--- config.mk ---
export PLATFORM = sky130hd
export DESIGN_NAME = clk_div_counter
export DESIGN_NICKNAME = d
export VERILOG_FILES = /design/src/rtl/clk_ctrl_pkg.sv /design/src/rtl/clk_div_counter.sv
export SDC_FILE = /design/constraint.sdc
export NUM_CORES = 1
export LEC_CHECK = 0
export CORE_AREA = 2 2 48 50
export CTS_BUF_LIST = sky130_fd_sc_hd__clkbuf_16
export CTS_CLUSTER_DIAMETER = 100
export CTS_CLUSTER_SIZE = 14
export DETAILED_ROUTE_END_ITERATION = 12
export DIE_AREA = 0 0 50 52
export PLACE_DENSITY = 0.54
export SETUP_SLACK_MARGIN = 0.5
export SLEW_MARGIN = 20
export SYNTH_ARGS = -nofsm -noshare
export SYNTH_HDL_FRONTEND = slang
export SYNTH_SLANG_ARGS = --single-unit
--- constraint.sdc ---
create_clock -name clk_i -period 1.8 [get_ports clk_i]
set_input_delay 0.36 -clock clk_i [delete_from_list [all_inputs] [get_ports clk_i]]
set_output_delay 0.36 -clock clk_i [all_outputs]
set_load 0.01 [all_outputs]
--- src/rtl/clk_ctrl_pkg.sv ---
// clk_ctrl_pkg: state encoding, ratio codes and counter wrap helper shared by clk_div_ctrl and its counter.
package clk_ctrl_pkg;

   localparam int CNT_W = 5;

   typedef enum logic [1:0] {ST_IDLE, ST_WARMUP, ST_RUN, ST_DRAIN} state_e;

   typedef enum logic [1:0] {
      DIV_8   = 2'b00,
      DIV_4   = 2'b01,
      DIV_2   = 2'b10,
      DIV_RSV = 2'b11
   } div_e;

   function automatic div_e map_div(input logic [1:0] code);
      return (code == DIV_RSV) ? DIV_8 : div_e'(code);
   endfunction

   // Last count of one clk_f period: 31, 15 or 7 for codes 00, 01, 10.
   function automatic logic [CNT_W-1:0] wrap_val(input div_e d);
      return {CNT_W{1'b1}} >> d;
   endfunction

endpackage

--- src/rtl/clk_div_counter.sv ---
// clk_div_counter: wrapping phase counter with load-zero, plus registered 4f/2f/f clocks and rise strobes.
module clk_div_counter
   import clk_ctrl_pkg::*;
(
   input  logic       clk_i,
   input  logic       rst_ni,
   input  logic       clr_i,
   input  logic       out_en_i,
   input  div_e       div_i,
   output logic       wrap_o,
   output logic [2:0] clk_o,
   output logic [2:0] stb_o
);

   logic [CNT_W-1:0] cnt_q, cnt_d;
   logic [2:0]       clk_q, clk_d, stb_q;

   assign wrap_o = cnt_q == wrap_val(div_i);
   assign cnt_d  = (clr_i || wrap_o) ? '0 : cnt_q + 1'b1;
   // Shifting left by d lands cnt[2-d], cnt[3-d], cnt[4-d] on bits 2..4.
   assign clk_d  = out_en_i ? 3'((cnt_q << div_i) >> 2) : 3'b000;
   assign clk_o  = clk_q;
   assign stb_o  = stb_q;

   always_ff @(posedge clk_i or negedge rst_ni) begin
      if (!rst_ni) begin
         cnt_q <= '0;
         clk_q <= '0;
         stb_q <= '0;
      end else begin
         cnt_q <= cnt_d;
         clk_q <= clk_d;
         stb_q <= clk_d & ~clk_q;
      end
   end

endmodule

==> results by group, run 1 <==
Status
  – Outcome: complete, no violations

Timing
  – Max Clock Freq: 581 MHz
  – Max Slew Vio Count: 0
  – Tightest slew margin relative to the limit: 67.3%
  – Final count of negative-setup-slack endpoints: 0
  – Final critical-path share of the clock period: 95.6%
  – Setup Skew: 2.84 ps
  – Transition time at the pin with the least slew margin: 489 ps
  – Final Hold Viols: 0
  – Final setup TNS: 0 ps
  – Post-layout min period: 1720 ps
  – Unrepaired setup endpoints after global routing: yes

Detailed routing
  – Routed wire length: 1.17 mm
  – Number of violations reported at the end of detailed-routing iteration 0: 0
  – Via density: 4.50
  – DR WL/cell: 11.6 um
  – Number of optimization iterations in the first detailed-route pass: 1
  – Post-detailed-route DRC marker count: 0
  – Count of vias placed by the detailed router: 455
  – Post-DRT Antenna Nets: 0

Placement
  – HPWL reported at the end of detailed placement: 848 um
  – Placed standard-cell area: 812 um2
  – Cells after DPL: 96
  – Total of buffers placed on input and output ports: 12
  – Final estimated routing congestion in global placement: 0.739

Clock tree
  – Worst-case clock buffer depth: 2
  – Clock sinks: 11
  – Hold Buf Count CTS: 0
  – Root buffer selected by CTS: clkbuf_16
  – Number of clock buffers inserted by TritonCTS: 3
  – Clk slew on worst S/H paths: 40 ps
  – Clock latency of the later-clocked register in the worst-skew pair: 230 ps
  – H-Tree Level Count: 1
  – TritonCTS clock tree: built

Pwr
  – Leakage: 0.434 nW
  – Max rail drop VDD: 0.000684 V
  – Power Dens Cells: 765 mW/mm2
  – Post-route total power: 0.776 mW

Flow run
  – Max capacitance violation total: 0

Setup path
  – Launching instance or port of the critical path: cnt_q[1]$_DFF_PN0_
  – Worst R2R Setup Slack: 350 ps
  – Critical Path End: wrap_o
  – Total stage count of the critical path: 5
  – Buffers and inverters on the worst path: 1
  – Crit Path Category: register to output pin
  – Arrival time of data at the critical path endpoint: 1360 ps
  – Critical R2R Launch: cnt_q[4]$_DFF_PN0_
  – Slowest cell on crit path: dfrtp_1
  – Family with the most delay on the worst path: flip-flops
  – Element type at the critical path start: register
  – Data required time of the worst path: 1440 ps
  – Series of cell instances along the critical path: ha_4 -> nand3_4 -> o22ai_4 -> or2_1 -> buf_2
  – Critical Path Sink Type: output pin
  – Max stage delay on crit path: 410 ps
  – Worst-path maximum fanout: 3
  – Terminus of the critical flop-to-flop path: stb_o[2]$_DFF_PN0_
  – Depth of the most critical reg-to-reg path: 5

Synth
  – Number of warnings reported in the yosys synthesis log: 0
  – Synth unique cells: 29
  – Simple-gate share of the synthesized area: 29.8%
  – Sequential share of the synthesized area: 47.2%
  – Mux share of post-synthesis cell area: 5.58%
  – Post-synthesis share of cell area spent on xor and xnor gates: 4.51%
  – Post-Synthesis Cells: 46
  – Main combinational cell family by area after synthesis: simple AND/OR/NAND/NOR gates
  – Synthesized-area fraction occupied by adder cells: 2.15%
  – Mean area per synthesized cell: 12.7 um2
  – Post-synthesis compound-gate area fraction: 6.65%
  – Total nets after synthesis: 53
  – Post-Syn Area: 583 um2
  – Number of register bits inferred by synthesis: 11

Global routing
  – Antenna violations before repair: 0
  – Largest net degree at the start of global routing: 12
  – Number of global-route vias before repair: 480
  – Overall routing resource usage: 10.4%
  – Total grt overflow: 0
  – First-pass GRT wire length: 2.04 mm

Floorplanning
  – Die outline height: 52 um
  – Initial Util: 27.7%
  – Number of standard-cell rows in the floorplan: 17
  – Area of the core region: 0.00211 mm2
  – I/O pin cnt: 13
  – Width of the die: 50 um
  – Full die area: 0.00260 mm2

Final layout
  – Total area of multi-input combinational cells: 397 um2
  – Final core occ: 48.2%
  – Final Cell Area: 0.00101 mm2
  – Post-route non-filler standard cell count: 101
  – Number of nets at the end of the flow: 81
  – Ant diodes: 0
  – Area growth from synthesis to final layout: 74.0%
  – Proportion of layout cells with a drive suffix above 1: 49.3%
  – Fillers: 191
  – Seq. cell area: 278 um2

Hold path
  – Class of the tightest hold or removal check: register to register
stage by stage:
step | hold slack, ps | setup slack (ps)
final | 429 | 78.6
after global routing | 448 | 21.0
after CTS | 439 | 49.0
after detailed placement | 439 | -551
after global placement | 428 | -561
after floorplan | 64.4 | 214
how the worst min path moves through the flow:
stage                                    end  depth (start not counted)                from
after global routing      stb_o[1]$_DFF_PN0_                          1  clk_o[1]$_DFF_PN0_
after detailed placement  stb_o[1]$_DFF_PN0_                          1  clk_o[1]$_DFF_PN0_
after CTS                 stb_o[1]$_DFF_PN0_                          1  clk_o[1]$_DFF_PN0_
after floorplan           clk_o[0]$_DFF_PN0_                          0              rst_ni
final                     stb_o[1]$_DFF_PN0_                          1  clk_o[1]$_DFF_PN0_
after global placement    stb_o[1]$_DFF_PN0_                          1  clk_o[1]$_DFF_PN0_
cell type report:
type                    count  share of cell area, %
multi-input cells          32                   39.1
clock buffers               3                   7.40
well taps                  28                   3.45
repair buffers             26                   22.3
clock inverters             1                  0.370
flip-flops and latches     11                   27.4
synth_stat cells:
cell	instances	area share, %
and2_1	1	1.1
nand4bb_2	1	2.8
a21oi_1	1	0.86
dfrtp_1	11	47
buf_4	1	1.3
and2_4	1	1.5
o22ai_1	1	1.1
o22ai_4	1	3.4
nand3_1	2	1.7
xor2_1	2	3.0
and3b_1	2	3.0
buf_6	1	1.9
ha_1	1	2.1
nor2b_4	1	2.4
mux2i_1	1	1.7
or2_1	1	1.1
nand2b_1	1	1.1
or3b_4	1	1.9
nor4b_1	1	1.5
xnor2_1	1	1.5
mux4_2	1	3.9
nand2_1	2	1.3
nor2b_1	1	1.1
nand4bb_1	1	1.9
nor4bb_1	1	1.7
nor4_1	4	4.3
buf_2	1	0.86
a211oi_1	1	1.3
nand4b_1	1	1.5
flip-flops by register name (all words and copies together) (netlist names):
signal,count
clk_o,3
stb_o,3
cnt_q,5
cell usage in the layout (no fill, tap or decap), drive strengths merged:
cell,count
buf,15
dfrtp,11
dlygate4sd2,5
nor4,4
clkbuf,3
clkdlybuf4s50,3
clkdlybuf4s15,3
nand2,2
and3b,2
xor2,2
nor2b,2
o22ai,2
and2,2
nand3,2
nand4bb,2
a211oi,1
mux2i,1
nor4bb,1
or3b,1
nand2b,1
nand4b,1
a21oi,1
or2,1
xnor2,1
nor4b,1
mux4,1
ha,1
inv,1
kinds of logic (layout without fill, tap and decap cells):
family,after synthesis,after routing
XOR/XNOR,3,3
adder cells (fa/ha/maj),1,1
buffers and inverters,3,30
flip-flops,11,11
AO/OA/AOI/OAI,4,4
AND/OR/NAND/NOR,22,22
multiplexers,2,2
what timing repair did:
action,4_1_cts,5_1_grt
gates cloned,0,0
pin swaps,3,8
buffers inserted,0,1
endpoints found under the setup margin,18,9
gates resized for setup,24,13
per-layer routing:
metal	global-route usage, %	routed length [um]
met5	0	0
met4	2.78	0
met3	4.31	72
met2	18.6	625
met1	11.3	473
power by group:
group,switching [mW],leakage (nW),internal [mW]
clock network,0.0978,0.0423,0.290
registers,0.0106,0.146,0.261
logic,0.0495,0.245,0.0662
Note: power is estimated with default switching activity, not from simulation.
==> inputs of run 2 (changes only) <==
Settings changed: SLEW_MARGIN 20 to 10.
==> results of run 2 <==
Final layout, timing and power as in run 1 (identical DEF).
